--- config.mk ---
export PLATFORM = sky130hd
export DESIGN_NAME = uart_rx_packet_ctrl
export DESIGN_NICKNAME = d
export VERILOG_FILES = /design/src/rtl/uart_pkg.sv /design/src/rtl/uart_pkt_buf.sv /design/src/rtl/uart_rx_packet_ctrl.sv
export SDC_FILE = /design/constraint.sdc
export NUM_CORES = 1
export LEC_CHECK = 0
export BUFFER_PORTS_ARGS = -buffer_cell sky130_fd_sc_hd__buf_4
export CAP_MARGIN = 5
export CORE_MARGIN = 5
export CORE_UTILIZATION = 37
export CTS_CLUSTER_DIAMETER = 30
export DETAILED_ROUTE_END_ITERATION = 10
export PLACE_DENSITY_LB_ADDON = 0.12
export SYNTH_ARGS = -nofsm -noshare
export SYNTH_HDL_FRONTEND = slang
export SYNTH_HIERARCHICAL = 1
export SYNTH_SLANG_ARGS = --single-unit
--- constraint.sdc ---
create_clock -name clk -period 3.78 [get_ports clk]
set_clock_uncertainty 0.2 [all_clocks]
set_input_delay 0.567 -clock clk [delete_from_list [all_inputs] [get_ports clk]]
set_output_delay 0.567 -clock clk [all_outputs]
set_load 0.02 [all_outputs]
--- src/rtl/uart_pkg.sv ---
// uart_pkg: shared definitions for the UART packet controller.
//   state_t      - controller FSM encodings
//   ERR_*        - cause codes reported on err_code alongside pkt_err
//   DEFAULT_SYNC - default frame start marker
//   len_in_range - helper: LEN byte acceptable for a given buffer depth
package uart_pkg;

  typedef enum logic [2:0] {
    ST_RECOVER = 3'd0,
    ST_HUNT    = 3'd1,
    ST_LEN     = 3'd2,
    ST_PAYLOAD = 3'd3,
    ST_CSUM    = 3'd4,
    ST_DRAIN   = 3'd5
  } state_t;

  localparam logic [2:0] ERR_NONE    = 3'd0;
  localparam logic [2:0] ERR_FRAME   = 3'd1;
  localparam logic [2:0] ERR_LEN     = 3'd2;
  localparam logic [2:0] ERR_CSUM    = 3'd3;
  localparam logic [2:0] ERR_TIMEOUT = 3'd4;
  localparam logic [2:0] ERR_OVERRUN = 3'd5;

  localparam logic [7:0] DEFAULT_SYNC = 8'hA5;

  function automatic logic len_in_range(input logic [7:0] b, input int max_len);
    return (b != 8'd0) && (int'(b) <= max_len);
  endfunction

endpackage

--- src/rtl/uart_pkt_buf.sv ---
// uart_pkt_buf: payload store for one packet. MAX_LEN x 8 register array with
// a write index (filled while the frame arrives) and a read index (walked
// while the packet drains).
//   clk, rst_n        - clock, synchronous active-low reset
//   wr_clr            - restart write index at 0 (new frame)
//   wr_en, wr_data    - store wr_data at wr_idx and advance
//   rd_clr            - restart read index at 0 (start of drain)
//   rd_adv            - advance read index (byte accepted downstream)
//   wr_idx, rd_idx    - current indices (8 bit, LEN is at most 255)
//   rd_data           - byte at rd_idx
module uart_pkt_buf
  import uart_pkg::*;
#(
  parameter int MAX_LEN = 16
) (
  input  logic       clk,
  input  logic       rst_n,
  input  logic       wr_clr,
  input  logic       wr_en,
  input  logic [7:0] wr_data,
  input  logic       rd_clr,
  input  logic       rd_adv,
  output logic [7:0] wr_idx,
  output logic [7:0] rd_idx,
  output logic [7:0] rd_data
);

  localparam int AW = (MAX_LEN > 1) ? $clog2(MAX_LEN) : 1;

  logic [7:0] mem [MAX_LEN];

  always_ff @(posedge clk) begin
    if (!rst_n) begin
      wr_idx <= 8'd0;
      rd_idx <= 8'd0;
      for (int i = 0; i < MAX_LEN; i++) mem[i] <= 8'd0;
    end else begin
      if (wr_clr) begin
        wr_idx <= 8'd0;
      end else if (wr_en) begin
        mem[wr_idx[AW-1:0]] <= wr_data;
        wr_idx              <= wr_idx + 8'd1;
      end
      if (rd_clr) begin
        rd_idx <= 8'd0;
      end else if (rd_adv) begin
        rd_idx <= rd_idx + 8'd1;
      end
    end
  end

  assign rd_data = mem[rd_idx[AW-1:0]];

endmodule

--- src/rtl/uart_rx_packet_ctrl.sv ---
// uart_rx_packet_ctrl: sequences an 8-bit UART receiver and assembles its
// bytes into frames SYNC, LEN, payload[LEN], CSUM where
// (LEN + sum(payload) + CSUM) mod 256 must be 0. Good payloads are released
// on a byte stream with a last marker.
//   clk, rst_n            - receiver clock, synchronous active-low reset
//   en                    - block enable; low forces RECOVER
//   rx_en                 - receiver enable (low only in RECOVER)
//   rx_data/valid/err     - byte from receiver, one-cycle valid, framing error
//   m_data/valid/last     - payload stream out
//   m_ready               - downstream accept
//   pkt_ok, pkt_err       - one-cycle registered outcome pulses
//   err_code              - cause of the latest pkt_err (held between pulses)
// Optional macro UART_PKT_TIMEOUT_EN: inter-byte timeout of TIMEOUT cycles in
// LEN/PAYLOAD/CSUM reports ERR_TIMEOUT and resyncs the receiver.
//
// Stream handshake: a byte transfers on a cycle where m_valid and m_ready are
// both high; while m_valid is high and m_ready low, m_data and m_last hold.
module uart_rx_packet_ctrl
  import uart_pkg::*;
#(
  parameter int          MAX_LEN   = 16,
  parameter logic [7:0]  SYNC_BYTE = DEFAULT_SYNC,
  parameter logic [15:0] TIMEOUT   = 16'd4000
) (
  input  logic       clk,
  input  logic       rst_n,
  input  logic       en,
  output logic       rx_en,
  input  logic [7:0] rx_data,
  input  logic       rx_valid,
  input  logic       rx_err,
  output logic [7:0] m_data,
  output logic       m_valid,
  output logic       m_last,
  input  logic       m_ready,
  output logic       pkt_ok,
  output logic       pkt_err,
  output logic [2:0] err_code
);

  state_t     state_q, state_d;
  logic       rec_cnt_q;
  logic [7:0] len_q, csum_q, csum_d;
  logic       len_load, wr_en, wr_clr, rd_clr, rd_adv;
  logic       ok_set, err_set;
  logic [2:0] err_val;
  logic [7:0] wr_idx, rd_idx, rd_data;
  logic [7:0] csum_sum;
  logic       to_hit;

  uart_pkt_buf #(.MAX_LEN(MAX_LEN)) u_buf (
    .clk     (clk),
    .rst_n   (rst_n),
    .wr_clr  (wr_clr),
    .wr_en   (wr_en),
    .wr_data (rx_data),
    .rd_clr  (rd_clr),
    .rd_adv  (rd_adv),
    .wr_idx  (wr_idx),
    .rd_idx  (rd_idx),
    .rd_data (rd_data)
  );

  assign rx_en    = (state_q != ST_RECOVER);
  assign m_valid  = (state_q == ST_DRAIN);
  assign m_data   = m_valid ? rd_data : 8'd0;
  assign m_last   = m_valid && (rd_idx == len_q - 8'd1);
  assign csum_sum = csum_q + rx_data;

`ifdef UART_PKT_TIMEOUT_EN
  logic [15:0] to_cnt_q;
  logic        in_frame;
  assign in_frame = (state_q == ST_LEN) || (state_q == ST_PAYLOAD) || (state_q == ST_CSUM);
  // Fires on the cycle the count would reach TIMEOUT; a byte or error on the
  // same cycle takes priority.
  assign to_hit = in_frame && !rx_valid && !rx_err && (to_cnt_q == TIMEOUT - 16'd1);

  always_ff @(posedge clk) begin
    if (!rst_n || rx_valid || !in_frame) to_cnt_q <= 16'd0;
    else                                 to_cnt_q <= to_cnt_q + 16'd1;
  end
`else
  assign to_hit = 1'b0;
`endif

  always_comb begin
    state_d  = state_q;
    csum_d   = csum_q;
    len_load = 1'b0;
    wr_en    = 1'b0;
    wr_clr   = 1'b0;
    rd_clr   = 1'b0;
    rd_adv   = 1'b0;
    ok_set   = 1'b0;
    err_set  = 1'b0;
    err_val  = ERR_NONE;
    if (!en) begin
      // Disable drops whatever is in flight silently.
      state_d = ST_RECOVER;
    end else begin
      case (state_q)
        ST_RECOVER: if (rec_cnt_q) state_d = ST_HUNT;
        ST_HUNT: begin
          if (rx_err) begin
            err_set = 1'b1;
            err_val = ERR_FRAME;
          end else if (rx_valid && rx_data == SYNC_BYTE) begin
            state_d = ST_LEN;
          end
        end
        ST_LEN: begin
          if (rx_err) begin
            err_set = 1'b1;
            err_val = ERR_FRAME;
            state_d = ST_HUNT;
          end else if (rx_valid) begin
            if (len_in_range(rx_data, MAX_LEN)) begin
              len_load = 1'b1;
              csum_d   = rx_data;
              wr_clr   = 1'b1;
              state_d  = ST_PAYLOAD;
            end else begin
              err_set = 1'b1;
              err_val = ERR_LEN;
              state_d = ST_HUNT;
            end
          end
        end
        ST_PAYLOAD: begin
          if (rx_err) begin
            err_set = 1'b1;
            err_val = ERR_FRAME;
            state_d = ST_HUNT;
          end else if (rx_valid) begin
            wr_en  = 1'b1;
            csum_d = csum_sum;
            if (wr_idx == len_q - 8'd1) state_d = ST_CSUM;
          end
        end
        ST_CSUM: begin
          if (rx_err) begin
            err_set = 1'b1;
            err_val = ERR_FRAME;
            state_d = ST_HUNT;
          end else if (rx_valid) begin
            if (csum_sum == 8'd0) begin
              ok_set  = 1'b1;
              rd_clr  = 1'b1;
              state_d = ST_DRAIN;
            end else begin
              err_set = 1'b1;
              err_val = ERR_CSUM;
              state_d = ST_HUNT;
            end
          end
        end
        ST_DRAIN: begin
          // Anything arriving now has nowhere to go; the drain is unaffected.
          if (rx_valid || rx_err) begin
            err_set = 1'b1;
            err_val = ERR_OVERRUN;
          end
          if (m_ready) begin
            rd_adv = 1'b1;
            if (m_last) state_d = ST_HUNT;
          end
        end
        default: state_d = ST_RECOVER;
      endcase
      if (to_hit) begin
        err_set = 1'b1;
        err_val = ERR_TIMEOUT;
        state_d = ST_RECOVER;
      end
    end
  end

  always_ff @(posedge clk) begin
    if (!rst_n) begin
      state_q   <= ST_RECOVER;
      rec_cnt_q <= 1'b0;
      len_q     <= 8'd0;
      csum_q    <= 8'd0;
      pkt_ok    <= 1'b0;
      pkt_err   <= 1'b0;
      err_code  <= ERR_NONE;
    end else begin
      state_q <= state_d;
      // Second RECOVER cycle with en high releases the receiver.
      rec_cnt_q <= (state_q == ST_RECOVER) && en;
      if (len_load) len_q <= rx_data;
      csum_q  <= csum_d;
      pkt_ok  <= ok_set;
      pkt_err <= err_set;
      if (err_set) err_code <= err_val;
    end
  end

endmodule
==> results, run 1 <==
- The number of maximum-capacitance violations is 0.
- The data arrival time of the worst path is 2600 ps.
- Each instance of the synthesized netlist takes up on average 12.1 um^2.
- The portion of total power attributed to sequential cells is 0.518.
- The total count of max-transition violations in the final report was 0.
- The first global-routing pass estimated 35300 um of wire.
- For this design the static power due to leakage is 3.78 nW.
- The synthesized netlist cell count is about 740.
- The most frequently used flop master after synthesis is edfxtp_1.
- For this design, the CTS-stage hold fixing added 0 buffers.
- The port buffer count is 29.
- The most numerous cell in the Yosys netlist is and2_1.
- The total via count after detailed routing is 5729.
- For this run, design rule violations remaining after detail routing come to 0.
- Across all setup checks in the final design, the least slack found is approximately 400 ps.
- The total standard cell area after synthesis is about 0.0090 mm^2.
- The share of the Yosys chip area taken by registers is 0.530.
- The critical hold path startpoint is err_code[1].
- The I/O pin count is 30.
- Counting flops with an async set or reset pin after synthesis yields a share of 0.
- For this configuration, the core starts out at a cell density of 0.372.
- The pre-CTS worst setup slack is 107 ps.
- Setup repair after global routing left no endpoint under its margin.
- TritonCTS built the clock tree.
- Counting flops with a built-in enable in the synthesized netlist gives 128.
- Once layout is complete, the cells apart from fillers number 1095.
- The internal power of the cells totals 0.00314 W.
- Once the clock tree was built, the setup fixing pass inserted 0 buffers.
- The later pin in the worst-skew pair is clocked with a latency of 430 ps.
- Across the VDD grid, the largest voltage drop is 250 uV.
- Measured against its own limit, the worst slew margin works out to 0.556.
- Of the total power, the clock network draws 0.437.
- The hold path endpoint is err_code[1].
- Of the total power, combinational logic draws 0.045.
- The area of the die is 0.0274 mm^2.
- The number of design-rule violations left by the first detailed-router iteration is between 300 and 400.
- The via count of the first global-routing pass is 6011.
- The floorplan row count is 57.
- The hold violation count in the final report is 0.
- The power per unit of standard cell area is 404 mW/mm^2.
- Detailed placement finished with a half-perimeter wire length of 15000 um.
- The origin of the worst setup path is len_q[0].
- The worst reg2reg path depth is 9.
- The critical path endpoint category is an output port.
- For this run the aggregate overflow at the end of global routing stands at 0.
- The maximum buffer depth of the clock tree is 2.
- The number of library cell types mapped by synthesis is roughly 70.
- The first detailed-routing pass took 4 iterations.
- The highest clock frequency the design can meet is 297 MHz.
- In the routed layout, each cell is associated on average with a via count of 5.23.
- The global router's overall resource usage is 0.165.
- Wires add up to 22400 um.
- For this design, the sink count on the clock tree is 173.
- The flow ran to the end, and the final reports show no timing, DRC or antenna violations.
- The region available for standard cell placement spans 0.0241 mm^2.
- The area growth from synthesis to layout is 12.6%.
- The fraction of post-synthesis cell area in the top cell type by area is 0.429.
- In the final layout, the share of cells above drive strength 1 is 0.145.
- Counting every net in the synthesized netlist gives just under 800.
- The Yosys step of the flow raised 6 warnings.
- In this run the remaining antenna-violating nets after routing total 0.
- The library cell used as clock root buffer is clkbuf_16.
- The biggest area contributor in the post-synthesis netlist is edfxtp_1.
- After clock tree synthesis, the clock-pin slew on the worst setup and hold paths is 70 ps.
- At the end of routability-driven placement, the weighted congestion stood at 0.798.
- The worst path needs 3370 ps of the cycle, external delays included.
- Ranked by instance count, the synthesized netlist is headed by 130 x and2_1, 128 x edfxtp_1, 45 x dfxtp_1.
- The H-tree depth is 4.
- Synthesis inferred 173 register bits.
- The worst hold path belongs to the class reg -> reg.
- Sorting the synthesized cells by area gives the leading types as edfxtp_1 43%, dfxtp_1 10%, and2_1 9.1%, mux4_2 4.5%, mux4_1 4.1%.
- In this run the worst path has a maximum fanout of 8.
- The final layout net count is between 700 and 800.
- After detailed placement, the design holds a cell count of about 1100.
- The number of antenna repair diodes is 0.
- The number of endpoints failing setup at the final stage is 0.
- Adding up every negative setup slack in the final design gives 0 ps.
- The post-route fraction of the period consumed by the critical path is 0.891.
- Across all register-to-register paths, the minimum setup slack is roughly 470 ps.
- Once the clock tree was built, the resizer swapped 0 gates to a different size.
- The routed wire length per instance is 20.5 um.
- The worst setup path is launched from a flop.
- The initial antenna violation count is 0.
- The total CTS buffers is 17.
- The net switching power is between 0.0009 and 0.001 W.
- The vertical die dimension is around 170 um.
- The transition time at the pin with the least slew margin is 663 ps.
- The largest net degree at the start of global routing is 33.
- The die is 166 um wide.
- The critical path class is reg -> out.
- The number of instances on the worst hold path is 2.
- The switching power as a share of total power is 0.228.
- The startpoint of the worst-slack reg-to-reg timing path is csum_q[0].
- The required time of the critical path is 3010 ps.
-- area by class of cell --
cell class	count	area, um^2
Fill cell	2318	14000
Sequential cell	173	4750
Multi-Input combinational cell	503	3900
Clock buffer	18	429
Timing Repair Buffer	53	410
Tap cell	324	405
Clock inverter	13	156
Inverter	11	41.3
-- power groups by stage --
stage / Sequential [W] / Combinational, W / Clock, W
5_1_grt: 0.00212 / 0.000198 / 0.00189
3_3_place_gp: 0.00215 / 0.000181 / 0
3_5_place_dp: 0.00215 / 0.000183 / 0
2_1_floorplan: 0.00214 / 0.000103 / 0
4_1_cts: 0.00211 / 0.000184 / 0.00182
6_report: 0.00211 / 0.000182 / 0.00178
-- per-stage QoR --
stage	area, um^2	hold WS, ps	util	total power, W
3_5_place_dp	9500	283	0.394	0.00234
5_1_grt	10100	307	0.418	0.00421
3_3_place_gp	9500	276	0.394	0.00233
4_1_cts	10100	278	0.418	0.00412
2_1_floorplan	8960	258	-	0.00225
6_report	10100	296	0.418	0.00407
-- state kept, by name, summed over array words and instances (netlist names), named ones only --
name / count
csum_q: 8
len_q: 8
pkt_err: 1
pkt_ok: 1
u_buf/wr_idx: 8
u_buf/rd_idx: 8
state_q: 3
rec_cnt_q: 1
err_code: 3
u_buf/mem: 128
-- metal layers --
| layer | vias to the layer above | GRT usage | part of all wire |
|---|---|---|---|
| met3 | 21 | 0.0315 | 0.032 |
| li1 | 2743 | - | - |
| met4 | 0 | 0.0398 | 0.012 |
| met2 | 100 | 0.279 | 0.48 |
| met5 | - | 0 | 0 |
| met1 | 2865 | 0.221 | 0.47 |
-- worst max-delay path by stage --
| stage | end | slack [ps] |
|---|---|---|
| after CTS | m_last | 370 |
| after detailed placement | flop | 110 |
| after floorplan | err_code[0] | 490 |
| after global placement | err_code[0] | 160 |
| final | m_last | 410 |
| after global routing | m_last | 200 |
-- critical path, cell delays in order (launching register included) --
cell	delay [ps]
dfxtp_1	370
inv_1	80
ha_1	330
or3b_2	500
nor3_1	280
xnor2_1	190
nand2_1	80
nor3_1	160
buf_4	180
-- cells in the final DEF, fill, tap and decap left out, types with 10 or more instances in the layout --
cell / count
and2_1: 130
edfxtp_1: 128
buf_4: 52
dfxtp_1: 44
nor2_1: 43
nand2_1: 31
and3_1: 29
a21oi_1: 20
a22oi_1: 19
nand2b_1: 19
mux4_2: 18
clkbuf_16: 17
xnor2_1: 16
o21ai_0: 14
ha_1: 14
mux4_1: 14
xor2_1: 13
mux2i_1: 13
nand3_1: 13
inv_1: 10
-- kinds of logic after synthesis --
group	count (synthesis)	share of synthesized area
AND/OR/NAND/NOR	324	0.210
flip-flops	173	0.530
AO/OA/AOI/OAI	86	0.0654
buffers and inverters	65	0.0353
multiplexers	46	0.102
XOR/XNOR	32	0.0359
adder cells (fa/ha/maj)	15	0.0218
Power figures use the tool's default switching activity.
==> run 2: changes to the inputs <==
--- a/config.mk
+++ b/config.mk
@@ -7,6 +7,8 @@
 export LEC_CHECK = 0
 export BUFFER_PORTS_ARGS = -buffer_cell sky130_fd_sc_hd__buf_4
 export CAP_MARGIN = 5
+export CELL_PAD_IN_SITES_DETAIL_PLACEMENT = 1
+export CELL_PAD_IN_SITES_GLOBAL_PLACEMENT = 2
 export CORE_MARGIN = 5
 export CORE_UTILIZATION = 37
 export CTS_CLUSTER_DIAMETER = 30
==> results, run 2 (synthesis results as in run 1) <==
- 30 I/O pins were placed.
- The highest metal layer with signal wires is met4.
- Setup repair after global routing left no endpoint under its margin.
- The data arrival time of the worst path is 2680 ps.
- The final setup slack of the worst path is about 330 ps.
- The critical path class is reg -> out.
- The count of hold buffers inserted by post-cts repair is 0.
- The routed layout has slightly below 6000 vias.
- After clock tree synthesis, the repair step resized 0 gates.
- The internal power of the cells totals 0.00310 W.
- The port buffer count is 29.
- Relative to the synthesized area, the layout overhead comes to 12.6%.
- The total count of max-transition violations in the final report is 0.
- After detailed routing, the number of remaining DRC violations is 0.
- The CTS tree is yes.
- After detailed routing, the average wire length per cell comes to 21.4 um.
- Using the TritonRoute via totals, the vias-per-cell ratio works out to about 5.3.
- The critical path endpoint category is an output port.
- Setup violations remaining at the end of the flow were counted as 0.
- The net switching power is between 0.0009 and 0.001 W.
- Across every metal layer, demand over resource in global routing totals 0.173.
- The maximum vdd ir drop is 243 uV.
- The share of total power dissipated in sequential elements is 0.520.
- The die covers 0.0274 mm^2.
- The startpoint identified for the worst register-to-register timing path is csum_q[0].
- CTS placed an instance of clkbuf_16 at the clock tree root.
- The internal reg-to-reg setup slack is just under 500 ps.
- The width of the chip is 166 um.
- The hold path endpoint is err_code[2].
- The largest driver fanout on the critical path is 15.
- The final HPWL from detailed placement is 16800 um.
- The share of total power in combinational logic is 0.045.
- Prior to clock tree synthesis, the placed netlist has a worst setup slack of 55.0 ps.
- The die is 166 um tall.
- The number of detailed-route iterations in the first pass is 4.
- The worst max-slew margin expressed relative to the limit is 0.526.
- The floorplan has 57 rows.
- After detailed routing, the met3 layer carries 554 um of wire.
- The worst hold path begins at err_code[2].
- The number of buffers inserted to repair setup after CTS is 0.
- In the final layout, the share of cells above drive strength 1 is 0.148.
- Timing would allow up to 290 MHz.
- The hold violation count in the final report is 0.
- The kind of start point of the critical path is a flop.
- The leakage power is approximately 3.8 nW.
- Ranked by flip-flop count, first place goes to u_buf/mem.
- The tool flagged a number of max-cap violations equal to 0.
- The H-tree depth is 4.
- For the finished layout, the period the worst path requires is 3450 ps.
- The post-route fraction of the period consumed by the critical path is 0.912.
- The number of antenna-violating nets in the routed design is 0.
- The clock net in this run drives a total of 173 sinks.
- The transition time at the pin with the least slew margin is 709 ps.
- Of the total power, the share spent switching nets is 0.238.
- The finished cells cover between 0.01 and 0.015 mm^2.
- The initial antenna violation count is 0.
- In this run the worst hold path is classified as reg -> reg.
- The final layout net count is just under 800.
- The required time of the critical path is 3010 ps.
- The detailed router finished its first iteration with 317 violations.
- The library cell used most frequently in the layout, excluding fill and tap cells, is and2_1.
- The hold slack is 295 ps.
- Counting cells, the worst reg-to-reg path comes to 10.
- The length of routed met2 wiring is roughly 12000 um.
- Counting along the longest clock path gives a buffer depth of 2.
- The setup TNS is 0 ps.
- The total routed wire length on the met1 layer is 11000 um.
- The largest net degree at the start of global routing is 33.
- For this design the ratio of total power to cell area is 403 mW/mm^2.
- The final RePlAce weighted congestion is 0.779.
- The register with the most flip-flops in the layout has 128 of them.
- The via count of the first global-routing pass is 6313.
- The first global-routing pass estimated roughly 37000 um of wire.
- The run finished with clean final reports.
- Counting instances, the worst hold path has a depth of 2.
- TritonCTS created 17 clock buffers.
- The total cell area at the placement stage is 0.00949 mm^2.
- For this run the aggregate overflow at the end of global routing stands at 0.
- The clock-pin slew of the registers on the worst-case setup and hold paths is about 70 ps.
- Of the total power, the clock network draws 0.435.
- After detailed routing, the total wire length is 23500 um.
- For this configuration, the core starts out at a cell density of 0.372.
- The core region area is 0.0241 mm^2.
- In the layout the commonest cells are 130 x and2_1, 128 x edfxtp_1, 51 x buf_4, 44 x dfxtp_1, 43 x nor2_1.
- The clock insertion delay at the later pin of the skew report is between 400 and 500 ps.
run 2: routing by layer:
metal | vias to the layer above | global-route usage
met5 | - | 0
met4 | 0 | 0.0452
li1 | 2747 | -
met3 | 20 | 0.0300
met1 | 3010 | 0.231
met2 | 62 | 0.293
run 2: worst max-delay path by stage:
stage | endpoint | cells past startpoint
after floorplan | err_code[0] | 9
final | m_data[7] | 6
after CTS | m_data[7] | 6
after global placement | flop | 11
after detailed placement | flop | 9
after global routing | m_last | 8
run 2: area by class of cell:
type,count,area (um^2)
Fill cell,2600,14000
Multi-Input combinational cell,503,3900
Inverter,11,41.3
Clock inverter,15,166
Antenna cell,1,2.50
Tap cell,324,405
Sequential cell,173,4750
Clock buffer,17,425
Timing Repair Buffer,52,403
run 2: metrics by stage:
stage,power [W],utilization,instances
detailed placement,0.00234,0.394,1063
global placement,0.00234,0.394,1063
finish,0.00406,0.419,1096
global route,0.00421,0.418,1095
floorplan,0.00225,-,741
CTS,0.00412,0.418,1095
run 2: power groups by stage:
stage / clock network (W) / registers [W] / logic (W)
global route: 0.00189 / 0.00212 / 0.000200
finish: 0.00177 / 0.00211 / 0.000183
detailed placement: 0 / 0.00216 / 0.000187
CTS: 0.00181 / 0.00211 / 0.000187
floorplan: 0 / 0.00214 / 0.000103
global placement: 0 / 0.00215 / 0.000183
run 2: critical path, cell delays in order, from the launching register on:
cell and delay, ps:
dfxtp_2 700, buf_4 260, mux4_2 540, a22oi_1 340
nand2_1 80, and3_1 170, buf_4 150
